==> src/rtl/free_list_ckpt_pkg.sv <==
// Shared defaults, width derivations and tag type for the physical-register free list.
package free_list_ckpt_pkg;

  localparam int DEF_N_WAY  = 2;
  localparam int DEF_N_PHYS = 64;
  localparam int DEF_N_ARCH = 32;
  localparam int DEF_N_CKPT = 4;

  // Tag 0 is the null tag, so N_PHYS+1 codes are needed.
  function automatic int calc_tag_w(input int n_phys);
    return $clog2(n_phys + 1);
  endfunction

  // One extra MSB on each pointer tells a full FIFO from an empty one.
  function automatic int calc_ptr_w(input int n_free);
    return $clog2(n_free) + 1;
  endfunction

  localparam int DEF_TAG_W = calc_tag_w(DEF_N_PHYS);
  localparam int DEF_PTR_W = calc_ptr_w(DEF_N_PHYS - DEF_N_ARCH);

  typedef logic [DEF_TAG_W-1:0] tag_t;

endpackage

==> src/rtl/free_list_compact.sv <==
// Packs the valid, non-null retire tags to the low slots (lowest port first) and counts them.
module free_list_compact #(
  parameter int N_WAY = 2,
  parameter int TAG_W = 7,
  localparam int CNT_W = $clog2(N_WAY) + 1
) (
  input  logic [N_WAY-1:0]            valid,
  input  logic [N_WAY-1:0][TAG_W-1:0] tags,
  output logic [N_WAY-1:0][TAG_W-1:0] packed_tags,
  output logic [CNT_W-1:0]            count
);

  logic [CNT_W-1:0] n;

  // NOTE: every variable assigned in an always_comb gets a default first,
  // otherwise paths that skip the assignment infer a latch.
  always_comb begin
    packed_tags = '0;
    n           = '0;
    for (int p = 0; p < N_WAY; p++) begin
      if (valid[p] && (tags[p] != '0)) begin
        for (int j = 0; j < N_WAY; j++) begin
          if (CNT_W'(j) == n) packed_tags[j] = tags[p];
        end
        n = n + CNT_W'(1);
      end
    end
  end

  assign count = n;

endmodule

==> src/rtl/free_list_ckpt.sv <==
// Circular free list of physical register tags with branch checkpoints of the head pointer.
module free_list_ckpt
  import free_list_ckpt_pkg::*;
#(
  parameter int N_WAY  = DEF_N_WAY,
  parameter int N_PHYS = DEF_N_PHYS,
  parameter int N_ARCH = DEF_N_ARCH,
  parameter int N_CKPT = DEF_N_CKPT,
  localparam int TAG_W  = calc_tag_w(N_PHYS),
  localparam int N_FREE = N_PHYS - N_ARCH,
  localparam int PTR_W  = calc_ptr_w(N_FREE),
  localparam int IDX_W  = PTR_W - 1,
  localparam int CNT_W  = $clog2(N_WAY) + 1,
  localparam int CID_W  = $clog2(N_CKPT)
) (
  input  logic                        clock,
  input  logic                        reset,
  input  logic [CNT_W-1:0]            alloc_num,
  output logic [N_WAY-1:0][TAG_W-1:0] alloc_tags,
  output logic [CNT_W-1:0]            free_num,
  output logic [PTR_W-1:0]            free_count,
  input  logic [N_WAY-1:0]            ret_valid,
  input  logic [N_WAY-1:0][TAG_W-1:0] ret_tags,
  input  logic                        ckpt_save,
  input  logic [CID_W-1:0]            ckpt_save_id,
  input  logic                        ckpt_restore,
  input  logic [CID_W-1:0]            ckpt_restore_id,
  output logic                        err
);

  logic [TAG_W-1:0] fifo_q [N_FREE];
  logic [PTR_W-1:0] ckpt_q [N_CKPT];
  logic [PTR_W-1:0] head_q, tail_q;
  logic             err_q;

  logic [PTR_W-1:0]            count;
  logic [N_WAY-1:0][TAG_W-1:0] ret_packed;
  logic [CNT_W-1:0]            ret_cnt;
  logic                        alloc_over, ret_over;
  logic [CNT_W-1:0]            alloc_eff, wr_num;
  logic [PTR_W-1:0]            head_d, tail_d, occ, space;
  logic                        err_d;

  free_list_compact #(
    .N_WAY (N_WAY),
    .TAG_W (TAG_W)
  ) u_compact (
    .valid       (ret_valid),
    .tags        (ret_tags),
    .packed_tags (ret_packed),
    .count       (ret_cnt)
  );

  // Outputs come from registered state only; alloc_num never reaches alloc_tags.
  always_comb begin
    count      = tail_q - head_q;
    free_count = count;
    free_num   = (count >= PTR_W'(N_WAY)) ? CNT_W'(N_WAY) : CNT_W'(count);
    for (int i = 0; i < N_WAY; i++) begin
      alloc_tags[i] = fifo_q[head_q[IDX_W-1:0] + IDX_W'(i)];
    end
    err = err_q;
  end

  // Restore overrides allocation; retire capacity is judged against the new head.
  always_comb begin
    alloc_over = (alloc_num > free_num);
    alloc_eff  = alloc_over ? free_num : alloc_num;
    head_d     = ckpt_restore ? ckpt_q[ckpt_restore_id] : head_q + PTR_W'(alloc_eff);
    occ        = tail_q - head_d;
    space      = (occ > PTR_W'(N_FREE)) ? '0 : PTR_W'(N_FREE) - occ;
    ret_over   = (PTR_W'(ret_cnt) > space);
    wr_num     = ret_over ? CNT_W'(space) : ret_cnt;
    tail_d     = tail_q + PTR_W'(wr_num);
    err_d      = err_q | (alloc_over & ~ckpt_restore) | ret_over;
  end

  // NOTE: the FIFO and checkpoint storage are reset because the list must
  // come up holding exactly the unmapped tags N_ARCH+1..N_PHYS.
  always_ff @(posedge clock or posedge reset) begin
    if (reset) begin
      for (int i = 0; i < N_FREE; i++) fifo_q[i] <= TAG_W'(N_ARCH + 1 + i);
      for (int c = 0; c < N_CKPT; c++) ckpt_q[c] <= '0;
      head_q <= '0;
      tail_q <= PTR_W'(N_FREE);
      err_q  <= 1'b0;
    end else begin
      // NOTE: non-blocking assignments here so every register samples the
      // pre-edge values computed by the combinational blocks.
      head_q <= head_d;
      tail_q <= tail_d;
      err_q  <= err_d;
      for (int k = 0; k < N_WAY; k++) begin
        if (CNT_W'(k) < wr_num) fifo_q[tail_q[IDX_W-1:0] + IDX_W'(k)] <= ret_packed[k];
      end
      if (ckpt_save) ckpt_q[ckpt_save_id] <= head_d;
    end
  end

endmodule

==> config.mk <==
export PLATFORM = sky130hd
export DESIGN_NAME = free_list_ckpt
export DESIGN_NICKNAME = d
export VERILOG_FILES = /design/src/rtl/free_list_ckpt_pkg.sv /design/src/rtl/free_list_compact.sv /design/src/rtl/free_list_ckpt.sv
export SDC_FILE = /design/constraint.sdc
export NUM_CORES = 1
export LEC_CHECK = 0
export BUFFER_PORTS_ARGS = -buffer_cell sky130_fd_sc_hd__buf_2
export CAP_MARGIN = 0
export CORE_MARGIN = 5
export CORE_UTILIZATION = 50
export DETAILED_ROUTE_END_ITERATION = 6
export MAX_ROUTING_LAYER = met4
export PLACE_DENSITY = 0.64
export SYNTH_ARGS = -nofsm -noshare
export SYNTH_HDL_FRONTEND = slang
export SYNTH_SLANG_ARGS = --single-unit
==> constraint.sdc <==
create_clock -name clock -period 9.95 [get_ports clock]
set_input_delay 1.4925 -clock clock [delete_from_list [all_inputs] [get_ports clock]]
set_output_delay 1.4925 -clock clock [all_outputs]
set_load 0.005 [all_outputs]
; ---- Word level (Yosys, flattened, before mapping)
; Index checks and enable logic that the tools add are counted.
[word_totals]
ff_bits = 261
latch_bits = 0
ramBits = 0
romBits = 0
inputBits = 26
output_inout_bits = 23
wordCells = 112
n_memories = 0
[classes]
add_sub_neg = 8
n_mul = 0
div_mod_pow = 0
magnitude_cmp = 15
n_eq_ne = 1
shifts = 0
n_mux = 31
bitwise_logic = 10
reduce_logical = 8
[ops]
columns = cell, n
row1 = bitwise mux 224 bit, 2
row2 = 2-to-1 mux 224 bit, 2
row3 = binary-select mux 7 bit (select 5 bit), 2
row4 = demux 7 bit (select 5 bit), 2
row5 = 2-to-1 mux 7 bit, 9
row6 = 2-to-1 mux 6 bit, 5
row7 = bitwise mux 24 bit, 1
row8 = greater-or-equal comparator 6 bit (second input constant), 4
row9 = NOT 5 -> 6 bit, 4
row10 = 2-to-1 mux 14 bit, 1
row11 = nonzero test 7 bit, 2
row12 = adder 6 x 2 -> 6 bit, 2
row13 = binary-select mux 6 bit (select 2 bit), 1
row14 = demux 6 bit (select 2 bit), 1
row15 = < comparator 6 x 1 -> 1 bit (second input constant), 2
row16 = subtractor 6 bit, 2
row17 = adder 5 x 1 -> 5 bit (second input constant), 2
row18 = 2-to-1 mux 2 bit, 4
row19 = greater-or-equal comparator 3 bit (second input constant), 2
row20 = greater-or-equal comparator 6 x 2 -> 1 bit (second input constant), 1
row21 = > comparator 2 x 6 -> 1 bit, 1
row22 = > comparator 6 bit (second input constant), 1
row23 = NOT 2 -> 3 bit, 2
row24 = subtractor 6 bit (first input constant), 1
row25 = other kinds (11), 17

; ---- Depth between registers and ports, before layout
[logic_depth]
depth_word = 16
ltp_mapped = 41
mapped_depth_nobuf = 38

; ---- Cells and area by module
; A second synthesis with hierarchy kept.
[unflattened]
hier_cells = 1986
hier_area_um2 = 18666.7
[modules_own_cells]
columns = module, instances, cells_per_inst, area_per_inst_um2, seq_area_each_um2
row1 = free_list_ckpt, 1, 1955, 18451.4, 6672.6
row2 = free_list_compact, 1, 31, 215.2, 0.0

; ---- Least setup slack after synthesis
; No wires, ideal clock.
[synth_timing]
path_kind = flip-flop to flip-flop
from = register head_q[1]
to = register tail_q[3]
arrival_time_ns = 7.927
required_time_ns = 9.816
setup_slack_ns = 1.889
stages_incl_launch_ff = 40
path_buffers = 4
path_cell_list = dfrtp_1 -> clkbuf_1 -> clkbuf_1 -> inv_1 -> ha_1 -> nor2b_1 -> o21ai_0 -> a21boi_0 -> o21ai_0 -> a21oi_1 -> o21ai_0 -> nor2_1 -> ha_1 -> o22a_1 -> a21oi_1 -> mux2_2 -> ha_1 -> inv_1 -> [... 4 more ...] -> fa_1 -> inv_1 -> a21oi_1 -> xnor2_1 -> xnor2_1 -> a221oi_2 -> o21a_1 -> nor2_1 -> ha_1 -> a21oi_1 -> o2111a_4 -> buf_4 -> buf_2 -> or2_1 -> ha_1 -> a21o_1 -> nand2_1 -> xnor2_1
[synth_between]
elab_chain_cells = 13
elab_cells_between_ends = 14
[synth_lines]
columns = item, line
row1 = "start, declared", free_list_ckpt.sv:33  ; logic [PTR_W-1:0] head_q, tail_q;
row2 = "start signal, assigned", free_list_ckpt.sv:84  ; head_q <= '0;
row3 = "start signal, assigned", free_list_ckpt.sv:90  ; head_q <= head_d;
row4 = subtractor 6 bit (*), free_list_ckpt.sv:56  ; count = tail_q - head_q;
row5 = greater-or-equal comparator 6 x 2 -> 1 bit, free_list_ckpt.sv:58  ; free_num = (count >= PTR_W'(N_WAY)) ? CNT_W'(N_WAY) : CNT_W'(count);
row6 = 2-to-1 mux 2 bit (*), free_list_ckpt.sv:58
row7 = via free_num[1], free_list_ckpt.sv:20  ; output logic [CNT_W-1:0] free_num,
row8 = > comparator 2 bit, free_list_ckpt.sv:67  ; alloc_over = (alloc_num > free_num);
row9 = 2-to-1 mux 2 bit (*), free_list_ckpt.sv:68  ; alloc_eff = alloc_over ? free_num : alloc_num;
row10 = adder 6 x 2 -> 6 bit (*), free_list_ckpt.sv:69  ; head_d = ckpt_restore ? ckpt_q[ckpt_restore_id] : head_q + PTR_W'(alloc_eff);
row11 = 2-to-1 mux 6 bit (*), free_list_ckpt.sv:69
row12 = via head_d[1], free_list_ckpt.sv:41  ; logic [PTR_W-1:0] head_d, tail_d, occ, space;
row13 = subtractor 6 bit (*), free_list_ckpt.sv:70  ; occ = tail_q - head_d;
row14 = subtractor 6 bit / > comparator 6 bit (equally long branches), free_list_ckpt.sv:71  ; space = (occ > PTR_W'(N_FREE)) ? '0 : PTR_W'(N_FREE) - occ;
row15 = 2-to-1 mux 6 bit (*), free_list_ckpt.sv:71
row16 = > comparator 2 x 6 -> 1 bit, free_list_ckpt.sv:72  ; ret_over = (PTR_W'(ret_cnt) > space);
row17 = 2-to-1 mux 2 bit (*), free_list_ckpt.sv:73  ; wr_num = ret_over ? CNT_W'(space) : ret_cnt;
row18 = adder 6 x 2 -> 6 bit (*), free_list_ckpt.sv:74  ; tail_d = tail_q + PTR_W'(wr_num);
row19 = via tail_d[3], free_list_ckpt.sv:41
row20 = "end signal, assigned", free_list_ckpt.sv:85  ; tail_q <= PTR_W'(N_FREE);
row21 = "end signal, assigned", free_list_ckpt.sv:91  ; tail_q <= tail_d;
row22 = "end, declared", free_list_ckpt.sv:33
; The timed path passes the listed nets; every way through them passes the cells marked *.
; A chain may end at the register's enable or synchronous reset.

; ---- Worst setup path in the final report
[layout_timing]
from = register head_q[0]
to = register fifo_q[27] in the netlist's numbering
[layout_between]
elab_chain_cells = 16
elab_cells_between_ends = 18
[layout_lines]
columns = item, line
row1 = subtractor 6 bit, free_list_ckpt.sv:56
row2 = greater-or-equal comparator 6 x 2 -> 1 bit, free_list_ckpt.sv:58
row3 = 2-to-1 mux 2 bit, free_list_ckpt.sv:58
row4 = > comparator 2 bit, free_list_ckpt.sv:67
row5 = 2-to-1 mux 2 bit, free_list_ckpt.sv:68
row6 = adder 6 x 2 -> 6 bit (*), free_list_ckpt.sv:69
row7 = 2-to-1 mux 6 bit (*), free_list_ckpt.sv:69
row8 = via head_d[1], free_list_ckpt.sv:41
row9 = subtractor 6 bit (*), free_list_ckpt.sv:70
row10 = subtractor 6 bit / > comparator 6 bit (equally long branches), free_list_ckpt.sv:71
row11 = 2-to-1 mux 6 bit (*), free_list_ckpt.sv:71
row12 = > comparator 2 x 6 -> 1 bit, free_list_ckpt.sv:72
row13 = 2-to-1 mux 2 bit (*), free_list_ckpt.sv:73
row14 = < comparator 1 x 2 -> 1 bit, free_list_ckpt.sv:94  ; if (CNT_W'(k) < wr_num) fifo_q[tail_q[IDX_W-1:0] + IDX_W'(k)] <= ret_packed[k];
row15 = 2-to-1 mux 224 bit, free_list_ckpt.sv:94
row16 = bitwise mux 224 bit, free_list_ckpt.sv:94
row17 = 2-to-1 mux 224 bit (*), free_list_ckpt.sv:94
row18 = "end signal, assigned by index", free_list_ckpt.sv:94
row19 = "end, declared", free_list_ckpt.sv:31  ; logic [TAG_W-1:0] fifo_q [N_FREE];
; Marks and branches as above.

==> impl_metrics.csv <==
group,metric,value,unit
run_status,status,"complete, no violations",
synth,synth.lib_cells_used.distinct,61,
drt,routed_wl,74.8,mm
clocking,postCtsResizedCells,0,
clocking,ctsLongestPathBuffers,3,
clocking,path_clk_slew,0.06,ns
floorplan,floorplan.initialDensity,0.503,
synth,syn_area_per_cell,9.53,um^2
synth,cell_area_after_synthesis,0.0210,mm^2
clocking,cts_root_buf,"sky130_fd_sc_hd__clkbuf_16",
timing,fin_worst_hold_slack,0.479,ns
floorplan,core_area,0.0418,mm^2
synth,synth_edf_count,0,
synth,synth_nets,2253,
synth,postSynthRegisterBits,261,
timing,setup_viol,0,
worst_hold_path,holdPathStages,2,
clocking,cts-buffers-inserted,34,
worst_setup_path,timing.critical_path.to_type,"register",
worst_setup_path,required,10.37,ns
floorplan,die_h,215,um
timing,grt_setup_unrepaired,"no",
worst_setup_path,timing.rr.start,"head_q[0]",
timing,fin_tns_setup,0,ns
global_route,vias_in_the_first_global_route,18700,
clocking,worst_skew_pair.late_latency,0.55,ns
timing,skew,0.0160,ns
drt,routed_antenna_nets,0,
drt,avgRoutedWirePerCell,28.7,um
layout,finalInstanceArea,0.0224,mm^2
worst_setup_path,timing.reg2reg.worst_path_depth,33,
worst_hold_path,hold_start,"ckpt_q[9]",
worst_setup_path,crit_path_start_kind,"register",
synth,synth_ff_type,"sky130_fd_sc_hd__dfrtp_1",
worst_setup_path,path_class,"reg -> reg",
synth,synth_xor_area_frac,0.00792,
worst_setup_path,crit_path_max_incr_delay,0.82,ns
layout,nNetsFinal,2093,
clocking,h-tree-depth,2,
synth,synth_adder_area_share,0.0151,
clocking,tritoncts_clock_tree,"done",
floorplan,rows,75,
global_route,wire_length_of_the_first_global_routing_pass,117,mm
synth,synth_compound_gate_area_share,0.289,
synth,synth_top_cell_area_share,0.176,
timing,maxClockFrequency,108,MHz
floorplan,full_die_area,0.0462,mm^2
synth,yosysWarnings,0,
clocking,cts_post_setup_buffers_inserted,0,
place,portBuffers,48,
synth,synth_top_cell_by_area,"sky130_fd_sc_hd__dfrtp_1",
place,place.gp.congestion,0.958,
worst_setup_path,cp_slowest_cell,"sky130_fd_sc_hd__o2111a_4",
layout,fraction_of_final_layout_cells_with_drive_strength_greater_than_1,0.283,
clocking,cts_hold_buf,0,
worst_setup_path,critical_path.most_common_cell,"sky130_fd_sc_hd__a21oi_1",
drt,avgViaCountPerCell,7.52,
timing,min_period,9.26,ns
worst_hold_path,hold_path_end,"ckpt_q[9]",
place,placement.cell_area,0.0213,mm^2
layout,fillerInstances,3630,
timing,max_slew.worst_pin.slew,1.31,ns
timing,max-slew-margin-rel,0.128,
synth,netlist_top_cells_area,"sky130_fd_sc_hd__dfrtp_1, sky130_fd_sc_hd__mux4_2, sky130_fd_sc_hd__dfstp_2, sky130_fd_sc_hd__o31ai_1, sky130_fd_sc_hd__a31oi_1",
drt,detail_route.drc_violations,0,
drt,drt_iter0_drc,3222,
worst_setup_path,ff2ff_setup_slack,0.69,ns
global_route,grtUsageTotal,0.325,
worst_setup_path,arrival,9.68,ns
place,place_hpwl,42.5,mm
synth,yosysSeqAreaShare,0.318,
global_route,grt.overflow.total,0,
synth,synth-simple-area-share,0.129,
synth,largest_family_of_logic_cells_by_synthesized_area,"compound AO/OA/AOI/OAI gates",
synth,synth_async_sr_flop_share,1.00,
synth,synth_cells,2204,
worst_setup_path,cp_max_fo,53,
floorplan,die_w,215,um
synth,synth.mux.area_fraction,0.163,
clocking,clkSinkCount,261,
flow_run,cap_viol_max_count,0,
timing,timing.final.hold_violations,0,
layout,synthToLayoutAreaGrowth,6.84,%
global_route,pin_count_of_the_biggest_net_entering_global_routing,228,
drt,vias,19600,
worst_setup_path,r2r-end,"fifo_q[27]",
timing,final.period_utilization,0.931,
global_route,number_of_antenna_violations_at_the_first_check_in_global_routing,2,
drt,detailedRoute.firstPassIterationCount,6,
worst_hold_path,hold_path_class,"reg -> reg",
timing,final_max_slew_viol_count,0,
floorplan,design.portCount,49,
## per-stage QoR
stage          setup slack (ns)  utilization  std cells
2_1_floorplan              1.46            -       2204
4_1_cts                   0.808        0.538       2609
6_report                  0.687        0.538       2610
3_5_place_dp              0.822        0.510       2547
3_3_place_gp               1.23        0.510       2547
5_1_grt                   0.113        0.538       2610
## Yosys cell counts (9+ instances only)
cell type and instances:
sky130_fd_sc_hd__a31oi_1 225, sky130_fd_sc_hd__o21ai_0 28, sky130_fd_sc_hd__buf_4 11, sky130_fd_sc_hd__a21oi_1 22, sky130_fd_sc_hd__o31ai_1 226, sky130_fd_sc_hd__buf_1 18, sky130_fd_sc_hd__nor3_1 232, sky130_fd_sc_hd__nand3_1 12
sky130_fd_sc_hd__o21a_1 36, sky130_fd_sc_hd__o211ai_2 100, sky130_fd_sc_hd__mux4_2 144, sky130_fd_sc_hd__and3_1 9, sky130_fd_sc_hd__mux2_2 11, sky130_fd_sc_hd__xnor2_1 14, sky130_fd_sc_hd__ha_1 19, sky130_fd_sc_hd__o211ai_1 124
sky130_fd_sc_hd__inv_1 28, sky130_fd_sc_hd__buf_2 74, sky130_fd_sc_hd__clkbuf_1 184, sky130_fd_sc_hd__buf_6 28, sky130_fd_sc_hd__nor2_1 49, sky130_fd_sc_hd__dfstp_2 113, sky130_fd_sc_hd__nand2_1 279, sky130_fd_sc_hd__dfrtp_1 148
## flip-flops by register name, summed over array words and instances, names as in the netlist
signal	cells
fifo_q	224
head_q	6
ckpt_q	24
err	1
tail_q	6
## cell type report
cell class / count / area (um^2) / area share
Antenna cell: 1 / 2.50 / 0.000111
Clock buffer: 57 / 1100 / 0.0490
Clock inverter: 5 / 57.6 / 0.00256
Inverter: 31 / 125 / 0.00557
Multi-Input combinational cell: 1597 / 12900 / 0.574
Sequential cell: 261 / 6680 / 0.297
Tap cell: 539 / 674 / 0.0300
Timing Repair Buffer: 119 / 923 / 0.0411
## layer usage
| layer | share of wire | up-vias | track usage |
|---|---|---|---|
| li1 | - | 8281 | - |
| met2 | 0.45 | 1309 | 0.473 |
| met1 | 0.39 | 9807 | 0.445 |
| met3 | 0.11 | 225 | 0.0747 |
| met5 | 0 | - | - |
| met4 | 0.043 | 0 | 0.126 |
## worst max-delay path, delay by kind of cell (launching register included)
family | cells | cell delay [ns]
flip-flops | 1 | 0.73
AO/OA/AOI/OAI | 13 | 3.93
XOR/XNOR | 3 | 0.55
AND/OR/NAND/NOR | 4 | 0.68
multiplexers | 1 | 0.20
adder cells (fa/ha/maj) | 7 | 2.31
buffers and inverters | 5 | 0.65
## cell usage in the layout (no fill, tap or decap), types with 5 or more instances in the layout
master,count
sky130_fd_sc_hd__buf_2,48
sky130_fd_sc_hd__buf_12,12
sky130_fd_sc_hd__xor2_1,5
sky130_fd_sc_hd__clkbuf_16,37
sky130_fd_sc_hd__dfstp_2,113
sky130_fd_sc_hd__xnor2_1,12
sky130_fd_sc_hd__clkbuf_8,10
sky130_fd_sc_hd__inv_1,27
sky130_fd_sc_hd__a21oi_4,8
sky130_fd_sc_hd__buf_4,59
sky130_fd_sc_hd__o211ai_1,124
sky130_fd_sc_hd__nand3_1,12
sky130_fd_sc_hd__nand2b_1,5
sky130_fd_sc_hd__o211ai_2,100
sky130_fd_sc_hd__and4_1,5
sky130_fd_sc_hd__mux4_2,144
sky130_fd_sc_hd__nor3_1,228
sky130_fd_sc_hd__and3_2,7
sky130_fd_sc_hd__nor2_1,45
sky130_fd_sc_hd__nand2_1,279
sky130_fd_sc_hd__a31oi_1,225
sky130_fd_sc_hd__clkbuf_1,10
sky130_fd_sc_hd__dfrtp_1,146
sky130_fd_sc_hd__o21a_1,36
sky130_fd_sc_hd__o31ai_1,226
sky130_fd_sc_hd__o21ai_0,28
sky130_fd_sc_hd__a21oi_1,14
sky130_fd_sc_hd__ha_1,18
sky130_fd_sc_hd__mux2_2,11
## worst max-delay path by stage
stage / slack [ns] / to / depth (start not counted) / startpoint
global route: 0.11 / fifo_q[108] / 33 / head_q[0]
detailed placement: 0.82 / fifo_q[108] / 31 / head_q[0]
global placement: 1.23 / fifo_q[149] / 33 / head_q[0]
floorplan: 1.46 / ckpt_q[0] / 1 / reset
CTS: 0.81 / fifo_q[108] / 33 / head_q[0]
finish: 0.69 / fifo_q[27] / 33 / head_q[0]
## logic make-up (layout without fill, tap and decap cells)
family                   count (synthesis)  count (layout)
AO/OA/AOI/OAI                          785             785
AND/OR/NAND/NOR                        610             610
buffers and inverters                  346             212
flip-flops                             261             261
multiplexers                           160             160
adder cells (fa/ha/maj)                 23              23
XOR/XNOR                                19              19
other                                    0               1
Power is not shown: default switching activity piles up to over one toggle a cycle in this logic, so the estimate is an artifact.
